### config.mk
export PLATFORM = sky130hd
export DESIGN_NAME = uart_rx
export DESIGN_NICKNAME = d
export VERILOG_FILES = /design/src/rtl/uart_pkg.sv /design/src/rtl/uart_sync2.sv /design/src/rtl/uart_rx.sv
export SDC_FILE = /design/constraint.sdc
export NUM_CORES = 1
export LEC_CHECK = 0
export CAP_MARGIN = 20
export CORE_ASPECT_RATIO = 1.5
export CORE_MARGIN = 10
export CORE_UTILIZATION = 25
export CTS_CLUSTER_SIZE = 28
export DETAILED_ROUTE_END_ITERATION = 10
export SLEW_MARGIN = 15
export SYNTH_ARGS = -nofsm -noshare
export SYNTH_HDL_FRONTEND = slang
export SYNTH_SLANG_ARGS = --single-unit
### constraint.sdc
create_clock -name clk -period 1.79 [get_ports clk]
set_input_delay 0.4475 -clock clk [delete_from_list [all_inputs] [get_ports clk]]
set_output_delay 0.4475 -clock clk [all_outputs]
set_load 0.05 [all_outputs]
### src/rtl/uart_pkg.sv
// Shared UART definitions: receiver state encoding, frame constants and the
// baud timing helper also used by the transmitter.
package uart_pkg;

  localparam int unsigned data_bits = 8;
  localparam int unsigned stop_bits = 1;

  typedef enum logic [2:0] {
    IDLE      = 3'd0,
    START     = 3'd1,
    DATA      = 3'd2,
    STOP      = 3'd3,
    WAIT_HIGH = 3'd4
  } rx_state_t;

  function automatic int unsigned clks_per_bit(input int unsigned clk_hz,
                                               input int unsigned baud);
    return clk_hz / baud;
  endfunction

endpackage

### src/rtl/uart_sync2.sv
// Two-flop synchroniser for asynchronous inputs; resets to all ones so an
// idle-high line looks idle straight out of reset.
module uart_sync2 #(
  parameter int unsigned width = 1
) (
  input  logic             clk,
  input  logic             rst_n,
  input  logic [width-1:0] d,
  output logic [width-1:0] q
);

  logic [width-1:0] meta;

  // NOTE: sequential state uses non-blocking assignments so every flop
  // samples the pre-edge value of its source, independent of block order.
  always_ff @(posedge clk or negedge rst_n) begin
    if (!rst_n) begin
      meta <= '1;
      q    <= '1;
    end else begin
      meta <= d;
      q    <= meta;
    end
  end

endmodule

### src/rtl/uart_rx.sv
// 8N1 UART receiver: synchronises rxd, centres sampling on the start bit and
// presents each byte on a valid/ready port with framing and overrun pulses.
module uart_rx
  import uart_pkg::*;
#(
  parameter int unsigned clk_hz    = 50_000_000,
  parameter int unsigned baud_rate = 115_200
) (
  input  logic                 clk,
  input  logic                 rst_n,
  input  logic                 rxd,
  output logic [data_bits-1:0] rx_data,
  output logic                 rx_valid,
  input  logic                 rx_ready,
  output logic                 frame_err,
  output logic                 overrun
);

  localparam int unsigned bit_clks    = uart_pkg::clks_per_bit(clk_hz, baud_rate);
  localparam int unsigned half_bit    = bit_clks / 2;
  localparam int unsigned timer_width = (bit_clks <= 2) ? 1 : $clog2(bit_clks);
  localparam logic [timer_width-1:0] bit_last  = timer_width'(bit_clks - 1);
  localparam logic [timer_width-1:0] half_last = timer_width'(half_bit - 1);

  rx_state_t               state, state_next;
  logic [timer_width-1:0]  timer, timer_last;
  logic [2:0]              bit_index;
  logic [data_bits-1:0]    shreg;
  logic                    rxd_s;
  logic                    shift_en, stop_ok, stop_bad;

  uart_sync2 #(.width(1)) u_sync (
    .clk   (clk),
    .rst_n (rst_n),
    .d     (rxd),
    .q     (rxd_s)
  );

  always_ff @(posedge clk or negedge rst_n) begin
    if (!rst_n) state <= IDLE;
    else        state <= state_next;
  end

  // NOTE: every signal driven here gets a default first, so no path through
  // the case leaves one unassigned and infers a latch.
  always_comb begin
    state_next = state;
    shift_en   = 1'b0;
    stop_ok    = 1'b0;
    stop_bad   = 1'b0;
    timer_last = (state == START) ? half_last : bit_last;
    case (state)
      IDLE: if (!rxd_s) state_next = START;
      START: begin
        if (timer == half_last) state_next = rxd_s ? IDLE : DATA;
      end
      DATA: begin
        if (timer == bit_last) begin
          shift_en = 1'b1;
          if (bit_index == 3'(data_bits - 1)) state_next = STOP;
        end
      end
      STOP: begin
        if (timer == bit_last) begin
          if (rxd_s) begin
            stop_ok    = 1'b1;
            state_next = IDLE;
          end else begin
            stop_bad   = 1'b1;
            state_next = WAIT_HIGH;
          end
        end
      end
      WAIT_HIGH: if (rxd_s) state_next = IDLE;
      default:   state_next = IDLE;
    endcase
  end

  // Timer restarts on every state change so each phase measures from its entry.
  always_ff @(posedge clk or negedge rst_n) begin
    if (!rst_n) begin
      timer     <= '0;
      bit_index <= '0;
      shreg     <= '0;
    end else begin
      if (state_next != state || timer == timer_last) timer <= '0;
      else                                            timer <= timer + 1'b1;

      if (state == START && state_next == DATA) bit_index <= '0;
      else if (shift_en)                        bit_index <= bit_index + 1'b1;

      if (shift_en) shreg <= {rxd_s, shreg[data_bits-1:1]};
    end
  end

  // A byte is accepted when the output slot is empty or drains this cycle;
  // otherwise it is dropped and the held byte stays untouched.
  always_ff @(posedge clk or negedge rst_n) begin
    if (!rst_n) begin
      rx_data   <= '0;
      rx_valid  <= 1'b0;
      frame_err <= 1'b0;
      overrun   <= 1'b0;
    end else begin
      frame_err <= stop_bad;
      overrun   <= stop_ok && rx_valid && !rx_ready;
      if (stop_ok && (!rx_valid || rx_ready)) begin
        rx_data  <= shreg;
        rx_valid <= 1'b1;
      end else if (rx_valid && rx_ready) begin
        rx_valid <= 1'b0;
      end
    end
  end

endmodule

---- After elaboration in Yosys (flattened, before gate mapping) ----
Cells that the tools add are included.
cells by class
  multiplexer cells ....................... 23
  divide/modulo/power cells ............... 0
  shift-type cells ........................ 0
  bitwise operators ....................... 0
  $add $sub $neg .......................... 2
  reductions and logical operators ........ 12
  eq/ne operators ......................... 10
  $lt $le $gt $ge ......................... 0
  $mul .................................... 0
operators with widths
  operator                                             count
  two-way mux 3 bit                                    9
  two-way mux 9 bit                                    2
  case mux 3 bit (5 select lines)                      1
  two-way mux 1 bit                                    10
  adder 9 x 1 -> 9 bit, second input constant          1
  equality test 3 x 2 -> 1 bit, second input constant  3
  equality test 9 x 8 -> 1 bit, second input constant  1
  equality test 9 bit                                  1
  equality test 9 bit, second input constant           1
  equality test 3 bit, second input constant           2
  logical AND 1 bit                                    5
  nonzero test 2 bit                                   2
  adder 3 x 1 -> 3 bit, second input constant          1
  equality test 3 x 1 -> 1 bit, second input constant  1
  logical NOT 3 bit                                    1
  != test 3 bit                                        1
  logical NOT 1 bit                                    2
  logical OR 1 bit                                     2
  two-way mux 2 bit                                    1
storage, ports and cells
  memory bits (read-only) ................. 0
  word-level logic and storage cells ...... 57
  RAM bits ................................ 0
  memories ................................ 0
  bits in latches ......................... 0
  register bits ........................... 36
  output and inout port bits .............. 11

---- Depth between registers and ports, before layout ----
  depth after elaboration ................. 7
  mapped depth ............................ 7
  gate-level depth less buffers ........... 6

---- By module ----
From an unflattened synthesis, not the netlist that was laid out.
unflattened totals
  cell total of the unflattened synthesis .. 147
  area, all modules ....................... 1754.2 um2
modules (own cells, without submodules)
  module      cells each  times used  area an instance (um2)  sequential area each (um2)
  uart_rx     145         1           1701.6                  850.8
  uart_sync2  2           1           52.6                    52.6

---- Worst setup path after synthesis ----
No wires, ideal clock.
  kind .................................... reg-to-reg
  from .................................... reg timer[1]
  to ...................................... reg rx_data[0]
  clock period less this slack ............ 1942 ps
  library setup time ...................... 125 ps
  data required time ...................... 1665 ps
  slack ................................... -152 ps
  data arrival time ....................... 1818 ps
  stages on the path, launching flop included .. 7
  buffers on the path ..................... 0
  cells stage by stage .................... dfrtp_1 -> inv_1 -> ha_1 -> and4b_2 -> nand2_4 -> nor4b_4 -> mux2_2
between the ends
  cells in the longest elaborated chain, start to end .. 4
RTL lines
  what                    line            text
  from (decl)             uart_rx.sv:26   logic [timer_width-1:0] timer, timer_last;
  from (signal assigned)  uart_rx.sv:87   else timer <= timer + 1'b1;
  equality test 9 bit     uart_rx.sv:64   if (timer == bit_last) begin
  two-way mux 1 bit       uart_rx.sv:64
  two-way mux 1 bit       uart_rx.sv:52   case (state)
  logical AND 1 bit       uart_rx.sv:107  if (stop_ok && (!rx_valid || rx_ready)) begin
  to (signal assigned)    uart_rx.sv:108  rx_data <= shreg;
  to (decl)               uart_rx.sv:12   output logic [data_bits-1:0] rx_data,
No other way between the ends.
A chain may end at the register's enable or synchronous reset.

---- Worst setup path in the final report ----
  from .................................... reg timer[1]
  to ...................................... reg rx_data[5]
Same word-level chain as after synthesis.

==> flow_summary.json <==
{
  "cts_tree": "done",
  "ys_ff_latch": 36,
  "synthDistinctLibCells": 42,
  "powerDensity_nw_per_um2": 708,
  "row_count": 37,
  "grt_pass1_wl_mm": 5.89,
  "cts_made_buffers": 5,
  "p_int_uw": 1240,
  "cpMaxStageDelayCell": "dfrtp_1",
  "p_sw_share_pct": 20.7,
  "cts.clk_slew.worst_paths_ns": 0.08,
  "wl_met2_mm": 1.70,
  "synth_flop_cell": "dfrtp_1",
  "drtPass1Iterations": 4,
  "fin_crit_sh_pct": 99.4,
  "yosysTopAreaCell": "dfrtp_1",
  "regArea_um2": 903,
  "tightest_slew_ns": 0.467,
  "area_growth_pct": 28.6,
  "finalHoldViolations": 0,
  "die_area_um2": 10700,
  "htree_levels": 2,
  "gp_congestion": 0.838,
  "max_cap_viol_count": 0,
  "clk_latency_ns": 0.29,
  "outcome": "completed",
  "route.layer.met1.wl_mm": 1.44,
  "layout-drive-gt1-share_pct": 38.1,
  "drt_wl_total_mm": 3.38,
  "cp-end-kind": "flop",
  "vias_per_cell": 4.69,
  "combPwrFrac_pct": 1.9,
  "drt-initial-drc-count": 57,
  "syn_nets": 153,
  "io_pins": 15,
  "syn_avg_cell_area_um2": 11.9,
  "worstPathArrival_ns": 1.95,
  "ys_top_cells_by_count": "dfrtp_1, mux2_2, nand2_1, nor2_1, nor4_1",
  "wl_per_cell_um": 13.1,
  "grt_use_total_pct": 6.83,
  "setup_viol": 0,
  "dpl.hpwl_mm": 2.49,
  "cp_cell_sequence": "inv_2, ha_4, and4b_2, nand2_4, nor4b_4, buf_6, mux2_2",
  "cpPeakStageDelay_ns": 0.39,
  "antenna_found_initial": 0,
  "multi_input_area_um2": 782,
  "holdBufCountCts": 0,
  "sequentialPowerShare_pct": 52.5,
  "grt_pass1_vias": 1234,
  "cts-root-buf": "clkbuf_8",
  "final_area_um2": 2210,
  "worst-r2r-setup-slack_ns": 0.01,
  "required_ns": 1.96,
  "synth.cell_area_um2": 1720,
  "ant_nets": 0,
  "synth_edf_count": 0,
  "drv_slew": 0,
  "maxSlewHeadroom_pct": 68.9,
  "die_x_um": 87.7,
  "cts_max_path_buffers": 2,
  "synth_cells": 144,
  "path_class": "reg -> reg",
  "hold_class": "reg -> reg",
  "fillers": 694,
  "path_max_fanout": 8,
  "ys_seq_area_share_pct": 52.6,
  "core_area_um2": 6760,
  "initial_core_util_pct": 25.4,
  "synth.area.top_cells": "dfrtp_1, mux2_2, ha_1, nor4_1, dfstp_2",
  "post_dp_cell_area_um2": 2070,
  "cts.sinks": 36,
  "grt_max_degree": 37,
  "tns_ns": 0,
  "p_leak_uw": 0.00103,
  "drc": 0,
  "die_h_um": 122,
  "synthArstFlopShare_pct": 100,
  "min_period_ns": 1.78,
  "rsz0062_at_grt": "yes",
  "netlist.area_leader.share_pct": 49.5,
  "grt-ovfl-total": 0,
  "io_buffers": 14,
  "num_vias": 1215,
  "yosysMostFrequentCell": "dfrtp_1",
  "fin_hold_ws_ns": 0.358,
  "clockPowerShare_pct": 45.7,
  "crit_path_start_kind": "flop",
  "clock.fmax_mhz": 562,
  "ir_worst_vdd_v": 0.000269,
  "fin_skew_ns": 0.00621,
  "wl_met3_um": 198,
  "antennaDiodeCount": 0,
  "yosysWarningCount": 0,
  "switching_power_uw": 323,
  "nets": 189,
  "routed.top_layer": "met4"
}
-- power groups by stage --
stage          sequential, uW  combinational, uW  clock [uW]
3_3_place_gp              837               30.1           0
2_1_floorplan             833               4.22           0
3_5_place_dp              836               30.6           0
6_report                  821               29.1         714
4_1_cts                   820               30.9         736
5_1_grt                   821               33.3         770
-- final timing paths --
kind / startpoint / end / depth (start not counted)
max in group asynchronous: rst_n / u_sync.meta / 2
min reg2reg: u_sync.meta / u_sync.q / 0
max reg2reg: timer[1] / rx_data[5] / 7
min: u_sync.meta / u_sync.q / 0
min in group asynchronous: rst_n / rx_data[5] / 2
max: timer[1] / rx_data[5] / 7
-- metrics by stage --
step	power (uW)	setup WS [ns]	utilization, %	instances
6_report	1560	0.0108	32.7	259
5_1_grt	1620	-0.0641	32.7	259
4_1_cts	1590	0.00107	32.7	259
3_5_place_dp	867	-0.117	30.6	250
3_3_place_gp	867	-0.0830	30.6	250
2_1_floorplan	837	-0.0945	-	144
-- flip-flops by register name (all words and copies together), names as in the netlist --
register,flops
timer,9
rx_data,8
shreg,8
bit_index,3
state,3
frame_err,1
overrun,1
rx_valid,1
u_sync.meta,1
u_sync.q,1
-- what timing repair did --
item	4_1_cts	5_1_grt
endpoints found under the setup margin	15	16
pin swaps	1	0
setup buffers	1	0
gates resized for setup	5	0
-- cell type report --
type / instances / area share, %
sequential: 36 / 40.9
timing repair buffer: 35 / 13.5
tap: 78 / 4.42
inverter: 4 / 0.680
clock inverter: 3 / 1.93
clock buffer: 5 / 3.12
multi-input combinational: 98 / 35.4
-- cell families (layout without fill, tap and decap cells) --
logic type               Yosys count  in the layout  share of synthesized area [%]
AND/OR/NAND/NOR                   55             55                           20.2
flip-flops                        36             36                           52.6
multiplexers                      18             18                           11.7
AO/OA/AOI/OAI                     13             13                           5.54
buffers and inverters             10             47                           2.84
XOR/XNOR                           7              7                           3.57
adder cells (fa/ha/maj)            5              5                           3.64
-- critical path, delay by kind of cell (launching register included) --
family / cells / cell delay, ns
buf+inv: 2 / 0.25
mux: 1 / 0.33
fa+ha+maj: 1 / 0.12
simple gates: 3 / 0.57
flops: 1 / 0.39
-- layout by cell type, fill, tap and decap left out, types with 2 or more instances in the layout --
cell type	instances
ha_1	4
dfstp_2	2
buf_12	2
nor2_1	9
mux2_2	16
nor2b_1	2
nand3b_1	2
xnor2_1	5
clkdlybuf4s50_1	3
buf_4	29
inv_1	3
dfrtp_1	34
nor4_1	9
nor3_1	2
a21oi_1	3
clkbuf_8	5
mux2i_1	2
nand3_1	7
nand2_1	9
nand4_1	2
xor2_1	2
-- layer usage --
| metal | global-route usage (%) | up-vias |
|---|---|---|
| met3 | 2.76 | 4 |
| li1 | - | 597 |
| met2 | 10.9 | 23 |
| met4 | 2.40 | 0 |
| met5 | 0 | - |
| met1 | 7.98 | 591 |
Power figures use the tool's default switching activity.
